`src/rtl/t04_memory_responder.sv`:
```
// Memory-side responder: runs core fetch/load/store on a word port, issues i_ack/d_ack.
// Optional REQ timeout abort with sticky bus_err: define T04_MEM_TIMEOUT_EN.
module t04_memory_responder #(
  parameter logic [31:0] RESET_INSTR    = 32'h0000_0013,
  parameter logic [15:0] TIMEOUT_CYCLES = 16'd255
) (
  input  logic        clk,
  input  logic        rst,
  input  logic        en,
  input  logic [31:0] final_address,
  input  logic [31:0] mem_store,
  input  logic        MemRead_O,
  input  logic        MemWrite_O,
  output logic        i_ack,
  output logic        d_ack,
  output logic [31:0] instruction,
  output logic [31:0] memload,
  output logic        mem_req,
  output logic        mem_we,
  output logic [31:0] mem_addr,
  output logic [31:0] mem_wdata,
  input  logic [31:0] mem_rdata,
  input  logic        mem_ready,
  output logic        bus_err
);

  typedef enum logic [1:0] {
    S_IDLE,
    S_REQ,
    S_ACK
  } state_e;

  typedef enum logic [1:0] {
    K_FETCH,
    K_READ,
    K_WRITE
  } kind_e;

  state_e      state_q;
  kind_e       kind_q, kind_d;
  logic        i_ack_q, d_ack_q;
  logic        mem_req_q, mem_we_q;
  logic [31:0] mem_addr_q, mem_wdata_q;
  logic [31:0] instr_q, load_q;
  logic        abort;

  // Write has priority when both strobes are raised
  always_comb begin
    kind_d = K_FETCH;
    unique case (1'b1)
      MemWrite_O:              kind_d = K_WRITE;
      MemRead_O & ~MemWrite_O: kind_d = K_READ;
      default:                 kind_d = K_FETCH;
    endcase
  end

`ifdef T04_MEM_TIMEOUT_EN
  logic [15:0] cnt_q, cnt_d;
  logic        bus_err_q;

  assign cnt_d = cnt_q + 16'd1;
  assign abort = (state_q == S_REQ) && !mem_ready
                 && (cnt_d == TIMEOUT_CYCLES);

  always_ff @(posedge clk or negedge rst) begin
    if (!rst) begin
      cnt_q     <= '0;
      bus_err_q <= 1'b0;
    end else begin
      if (state_q != S_REQ)
        cnt_q <= '0;
      else if (!mem_ready)
        cnt_q <= cnt_d;
      if (abort)
        bus_err_q <= 1'b1;
    end
  end

  assign bus_err = bus_err_q;
`else
  assign abort   = 1'b0;
  assign bus_err = 1'b0;
`endif

  always_ff @(posedge clk or negedge rst) begin
    if (!rst) begin
      state_q     <= S_IDLE;
      kind_q      <= K_FETCH;
      i_ack_q     <= 1'b0;
      d_ack_q     <= 1'b0;
      mem_req_q   <= 1'b0;
      mem_we_q    <= 1'b0;
      mem_addr_q  <= '0;
      mem_wdata_q <= '0;
      instr_q     <= RESET_INSTR;
      load_q      <= '0;
    end else begin
      i_ack_q <= 1'b0;
      d_ack_q <= 1'b0;
      unique case (state_q)
        S_IDLE: begin
          if (en) begin
            kind_q      <= kind_d;
            mem_addr_q  <= final_address & 32'hFFFF_FFFC;
            mem_wdata_q <= mem_store;
            mem_req_q   <= 1'b1;
            mem_we_q    <= (kind_d == K_WRITE);
            state_q     <= S_REQ;
          end
        end
        S_REQ: begin
          if (mem_ready || abort) begin
            mem_req_q <= 1'b0;
            mem_we_q  <= 1'b0;
            i_ack_q   <= (kind_q == K_FETCH);
            d_ack_q   <= (kind_q != K_FETCH);
            state_q   <= S_ACK;
            // A ready in the limit cycle wins over the abort
            if (kind_q == K_FETCH)
              instr_q <= mem_ready ? mem_rdata : RESET_INSTR;
            if (kind_q == K_READ)
              load_q <= mem_ready ? mem_rdata : 32'h0;
          end
        end
        S_ACK:   state_q <= S_IDLE;
        default: state_q <= S_IDLE;
      endcase
    end
  end

  assign i_ack       = i_ack_q;
  assign d_ack       = d_ack_q;
  assign mem_req     = mem_req_q;
  assign mem_we      = mem_we_q;
  assign mem_addr    = mem_addr_q;
  assign mem_wdata   = mem_wdata_q;
  assign instruction = instr_q;
  assign memload     = load_q;

endmodule

```
`config.mk`:
```
export PLATFORM = sky130hd
export DESIGN_NAME = t04_memory_responder
export DESIGN_NICKNAME = d
export VERILOG_FILES = /design/src/rtl/t04_memory_responder.sv
export SDC_FILE = /design/constraint.sdc
export NUM_CORES = 1
export LEC_CHECK = 0
export CORE_UTILIZATION = 40
export CTS_CLUSTER_DIAMETER = 120
export DETAILED_ROUTE_END_ITERATION = 12
export DONT_BUFFER_PORTS = 1
export SLEW_MARGIN = 20
export SYNTH_ARGS = -nofsm -noshare
export SYNTH_HDL_FRONTEND = slang
export SYNTH_SLANG_ARGS = --single-unit
```
`constraint.sdc`:
```
create_clock -name clk -period 2.2 [get_ports clk]
set_clock_uncertainty 0.05 [all_clocks]
set_input_delay 0.33 -clock clk [delete_from_list [all_inputs] [get_ports clk]]
set_output_delay 0.33 -clock clk [all_outputs]
set_load 0.005 [all_outputs]
```
==> results.sh, run 1 <==
export IMPL_status="finished with violations"
export IMPL_violations="hold timing"
export IMPL_path_clk_slew_ns=0.06
export IMPL_cts_tree="yes"
export IMPL_worst_slack_ns=0.373
export IMPL_netlist_instances=297
export IMPL_wl_per_cell_um=19.6
export IMPL_timing_final_crit_share=0.831
export IMPL_clk_path_buf_depth=2
export IMPL_p_leak_nw=2.66
export IMPL_grt_max_degree=135
export IMPL_cts_sinks=134
export IMPL_finalSetupViolations=0
export IMPL_crit_type="reg2reg"
export IMPL_p_comb_frac=0.152
export IMPL_startpoint_type="flop"
export IMPL_pwr_share_seq=0.511
export IMPL_postRouteWirelength_mm=9.55
export IMPL_yosysTopAreaCell="dfrtp_1"
export IMPL_power_internal_w=0.00605
export IMPL_drt_first_pass_iters=4
export IMPL_dp_cells=454
export IMPL_cp_top_family="simple AND/OR/NAND/NOR gates"
export IMPL_dieWidth_um=115
export IMPL_crit_arrival_ns=2.06
export IMPL_ios=235
export IMPL_yosysWarnings=0
export IMPL_grt_pass1_wl_mm=14.1
export IMPL_cp_num_buf_inv=1
export IMPL_synth_area_um2=5130
export IMPL_gp_congestion=0.692
export IMPL_stdcell_count=488
export IMPL_rsz0062_at_grt="false"
export IMPL_pwr_share_clk=0.337
export IMPL_synth_seq_area_share=0.655
export IMPL_switching_share=0.265
export IMPL_r2r_end="instruction[23]"
export IMPL_critPathMaxFanout=33
export IMPL_drt_iter0_markers=158
export IMPL_antennaDiodeCount=0
export IMPL_slowest_stage="or3_2"
export IMPL_startpoint="state_q[1]"
export IMPL_cts_root_buf="clkbuf_16"
export IMPL_ys_seq_elements=134
export IMPL_avgSynthCellArea_um2=17.3
export IMPL_hold_violations=134
export IMPL_max_freq_ghz=0.547
export IMPL_layout_drive_gt1_share=0.519
export IMPL_period_minus_slack_ns=1.83
export IMPL_r2r_worst_path_cells=4
export IMPL_fin_util=0.483
export IMPL_core_region_area_um2=12300
export IMPL_dp_final_hpwl_mm=6.43
export IMPL_post_place_ws_ns=0.402
export IMPL_htree_levels=4
export IMPL_worst_setup_path_end_kind="flop"
export IMPL_vdd_drop_max_mv=0.440
export IMPL_start_util=0.418
export IMPL_setup_tns_ns=0
export IMPL_vias=2473
export IMPL_grt_overflow=0
export IMPL_grt_pass1_vias=2629
export IMPL_seqCellArea_um2=3360
export IMPL_cp_required_ns=2.43
export IMPL_port_buffer_count=0
export IMPL_antenna_left=0
export IMPL_die_h_um=115
export IMPL_track_usage=0.144
export IMPL_reg2reg_from="state_q[1]"
export IMPL_rows=40
export IMPL_drc=0
export IMPL_yosys_cell_types_count=22
export IMPL_stdcell_area_um2=5920
export IMPL_holdWs_ns=-0.425
export IMPL_rrSetupSlack_ns=0.37
export IMPL_synth_top_area_frac=0.639
export IMPL_dpl_cell_area_um2=5310
export IMPL_netSwitchingPower_w=0.00218
export IMPL_multi_input_area_um2=1660
export IMPL_antenna_found_initial=0
export IMPL_clock_latency_ns=0.40
export IMPL_vias_per_cell=5.07
export IMPL_fillerInstances=1078
export IMPL_maxCapViolations=0
export IMPL_numCtsBuffers=17
export IMPL_cp_depth=4
export IMPL_fin_nets=409
export IMPL_hold_path_class="in2async"
export IMPL_cp_cell_sequence="nand3b_4 -> or3_2 -> buf_12 -> mux2_4"
export IMPL_syn2layout_area_growth_pct=15.6
export IMPL_slowest_delay_ns=0.46
export IMPL_maxSlewViolCount=0
export IMPL_synth_area_leaders="dfrtp_1 64%, mux2_2 21%, mux2_4 8.5%"
export IMPL_power_density_nw_per_um2=1390
export IMPL_fp_dieArea_um2=13300
[layout make-up]
type / instances / area share
inverters: 6 / 0.00380
clock inverters: 13 / 0.0249
clock buffers: 19 / 0.0748
repair buffers: 6 / 0.0148
multi-input cells: 142 / 0.280
well taps: 168 / 0.0355
flip-flops and latches: 134 / 0.567
[cells in the mapped netlist]
library cell and count:
nand3b_4 1, a21o_1 1, a21oi_1 1, or3_1 1
mux2i_1 1, dfstp_2 3, buf_2 11, mux2_4 29
o21ai_0 2, nor3_2 1, mux2_1 2, dfrtp_1 131
buf_6 3, conb_1 1, nand2_1 1, inv_1 6
nand3b_1 1, mux2_2 95, o31ai_1 1, nor3b_2 1
buf_4 3, nor2_1 1
[power by group through the flow]
stage / clock [W] / combinational [W] / sequential [W]
2_1_floorplan: 0 / 0.00115 / 0.00399
3_3_place_gp: 0 / 0.00121 / 0.00425
3_5_place_dp: 0 / 0.00127 / 0.00425
4_1_cts: 0.00286 / 0.00127 / 0.00422
5_1_grt: 0.00299 / 0.00135 / 0.00433
6_report: 0.00278 / 0.00125 / 0.00420
[layout by cell type (no fill, tap or decap), types with 2 or more instances in the layout]
cell and instances:
clkbuf_16 17, bufinv_16 2, inv_6 3, dlygate4sd3_1 2
dfrtp_1 131, conb_1 3, clkinv_4 3, buf_12 3
o21ai_0 2, mux2_2 95, mux2_1 2, clkinvlp_4 4
mux2_4 29, inv_1 6, dfstp_2 3
[how the worst max path moves through the flow]
stage	to	slack, ns
finish	instruction[23]	0.37
floorplan	mem_addr[24]	0.55
CTS	instruction[30]	0.39
global route	instruction[20]	0.35
global placement	instruction[16]	0.42
detailed placement	instruction[16]	0.40
[cells by family after synthesis]
logic type	count (synthesis)	share of synthesized area
AOI/OAI and AO/OA	5	0.00586
buffers and inverters	23	0.0261
DFF	134	0.655
muxes	127	0.300
other	1	0.000732
and+or+nand+nor	7	0.0124
[routing by layer]
metal / global-route usage / part of all wire
met5: 0 / 0
met4: 0.0597 / 0.011
met3: 0.0785 / 0.13
met2: 0.223 / 0.48
met1: 0.166 / 0.38
[worst register-to-register path, delay by kind of cell (launching register included)]
family	cells	cell delay, ns
flops	1	0.42
buf+inv	1	0.21
simple gates	2	0.67
mux	1	0.37
[registers in the layout, indices dropped and copies added (netlist names)]
name         count
i_ack            1
kind_q           2
mem_we           1
state_q          2
instruction     32
memload         32
mem_req          1
mem_wdata       32
d_ack            1
mem_addr        30
[through the flow]
| step | total power [W] | hold slack [ns] |
|---|---|---|
| global route | 0.00867 | -0.453 |
| detailed placement | 0.00552 | -0.0131 |
| finish | 0.00823 | -0.425 |
| global placement | 0.00545 | -0.0129 |
| CTS | 0.00835 | -0.445 |
| floorplan | 0.00513 | -0.0156 |
[what timing repair did]
action / 4_1_cts / 5_1_grt
resized for setup: 0 / 0
hold buffers: 1 / 1
setup buffers: 0 / 0
hold endpoints to repair: 135 / 135
No activity file was read; power rests on OpenSTA's default activity.
==> run 2: changes to the inputs <==
==> constraint.sdc (replaced) <==
create_clock -name clk -period 1.76 [get_ports clk]
set_clock_uncertainty 0.05 [all_clocks]
set_input_delay 0.264 -clock clk [delete_from_list [all_inputs] [get_ports clk]]
set_output_delay 0.264 -clock clk [all_outputs]
set_load 0.005 [all_outputs]
==> results.sh, run 2 (synthesis results as in run 1) <==
export IMPL_dpl_cell_area_um2=5340
export IMPL_period_minus_slack_ns=1.70
export IMPL_die_h_um=115
export IMPL_grt_pass1_wl_mm=16.7
export IMPL_setup_tns_ns=0
export IMPL_dp_final_hpwl_mm=6.45
export IMPL_grt_max_degree=135
export IMPL_drt_first_pass_iters=4
export IMPL_crit_arrival_ns=1.94
export IMPL_rows=40
export IMPL_dp_cells=457
export IMPL_hold_path_class="in2async"
export IMPL_top_layer_used="met4"
export IMPL_finalSetupViolations=0
export IMPL_max_freq_ghz=0.588
export IMPL_vdd_drop_max_mv=0.796
export IMPL_fp_dieArea_um2=13300
export IMPL_cts_hold_fix_buffers=97
export IMPL_startpoint_type="flop"
export IMPL_critPathMaxFanout=33
export IMPL_rsz0062_at_grt="false"
export IMPL_numCtsBuffers=17
export IMPL_htree_levels=4
export IMPL_layout_drive_gt1_share=0.397
export IMPL_grt_pass1_vias=3210
export IMPL_cts_tree="yes"
export IMPL_cp_cell_sequence="nand3b_4 -> or3_2 -> buf_12 -> mux2_4"
export IMPL_start_util=0.418
export IMPL_maxCapViolations=0
export IMPL_hold_violations=134
export IMPL_wl_met3_mm=1.34
export IMPL_power_density_nw_per_um2=1520
export IMPL_port_buffer_count=0
export IMPL_track_usage=0.171
export IMPL_final_common_cell="dfrtp_1"
export IMPL_met2WireLength_mm=5.41
export IMPL_clock_latency_ns=0.40
export IMPL_drc=0
export IMPL_cts_sinks=134
export IMPL_dieWidth_um=115
export IMPL_cp_required_ns=2.00
export IMPL_fillerInstances=972
export IMPL_cts_setup_buffers=0
export IMPL_drt_iter0_markers=161
export IMPL_crit_type="reg2reg"
export IMPL_syn2layout_area_growth_pct=34.1
export IMPL_gp_congestion=0.687
export IMPL_wl_per_cell_um=18.6
export IMPL_stdcell_count=587
export IMPL_vias_per_cell=4.89
export IMPL_antenna_found_initial=1
export IMPL_fin_nets=507
export IMPL_ios=235
export IMPL_antenna_left=0
export IMPL_slowest_delay_ns=0.44
export IMPL_status="finished with violations"
export IMPL_maxSlewViolCount=0
export IMPL_core_region_area_um2=12300
export IMPL_power_w=0.0104
export IMPL_slowest_stage="or3_2"
export IMPL_violations="hold timing"
export IMPL_cts_root_buf="clkbuf_16"
export IMPL_clk_path_buf_depth=2
export IMPL_grt_overflow=0
export IMPL_stdcell_area_um2=6870
export IMPL_holdWs_ns=-0.493
export IMPL_vias=2869
export IMPL_timing_final_crit_share=0.967
export IMPL_postRouteWirelength_mm=10.9
export IMPL_path_clk_slew_ns=0.05
export IMPL_worst_setup_path_end_kind="flop"
export IMPL_drt_met1_wl_mm=4.03
export IMPL_p_leak_nw=3.07
export IMPL_layout_common_cells="131 x dfrtp_1, 97 x dlygate4sd3_1, 95 x mux2_2"
[run 2: cell types whose count changed in the layout (fill, tap and decap cells not counted)]
cell,change
dlygate4sd3_1,+95
clkinv_2,+5
clkbuf_1,+3
clkinv_4,-3
inv_6,-3
buf_4,+2
clkinvlp_4,-2
buf_6,+1
diode_2,+1
[run 2: worst paths after layout]
kind / from / slack (ns) / cells past startpoint / end
min in group clk: MemWrite_O / 0.03 / 2 / kind_q[0]
setup reg to reg: state_q[1] / 0.06 / 4 / instruction[28]
max in group asynchronous: rst / 1.94 / 0 / instruction[0]
hold reg to reg: memload[14] / 0.48 / 1 / memload[14]
setup / recovery: state_q[1] / 0.06 / 4 / instruction[28]
hold / removal: rst / -0.49 / 0 / memload[3]
[run 2: worst max-delay path: cells and delay by family (launching register included)]
family | cells | cell delay [ns]
simple gates | 2 | 0.59
mux | 1 | 0.33
buf+inv | 1 | 0.21
flops | 1 | 0.37
[run 2: final cells by class]
| class | instances | area [um^2] | area share |
|---|---|---|---|
| clock inverter | 10 | 105 | 0.0153 |
| antenna | 1 | 2.50 | 0.000364 |
| sequential | 134 | 3360 | 0.488 |
| multi-input combinational | 142 | 1660 | 0.241 |
| inverter | 6 | 22.5 | 0.00328 |
| clock buffer | 22 | 454 | 0.0661 |
| timing repair buffer | 104 | 1060 | 0.155 |
| tap | 168 | 210 | 0.0306 |
[run 2: repair_timing]
action,4_1_cts,5_1_grt
endpoints found under the hold margin,264,134
gates resized for setup,0,1
endpoints found under the setup margin,0,3
[run 2: power by group]
group          leakage [nW]  total [W]  internal, W  switching [W]
clock                 0.273    0.00333      0.00210        0.00123
combinational          1.20    0.00180      0.00129       0.000510
sequential             1.60    0.00528      0.00429       0.000995
[run 2: through the flow]
stage / utilization / worst slack (ns) / hold WS (ns)
6_report: 0.561 / 0.0588 / -0.493
5_1_grt: 0.561 / 0.00367 / -0.524
4_1_cts: 0.560 / 0.0613 / -0.520
3_5_place_dp: 0.435 / 0.0697 / -0.0792
3_3_place_gp: 0.435 / 0.0872 / -0.0790
2_1_floorplan: - / 0.111 / -0.0816
[run 2: per-layer routing]
| metal | up-vias | global-route usage |
|---|---|---|
| met5 | - | 0 |
| met4 | 0 | 0.0753 |
| met3 | 14 | 0.0923 |
| met2 | 162 | 0.282 |
| met1 | 1442 | 0.182 |
| li1 | 1251 | - |
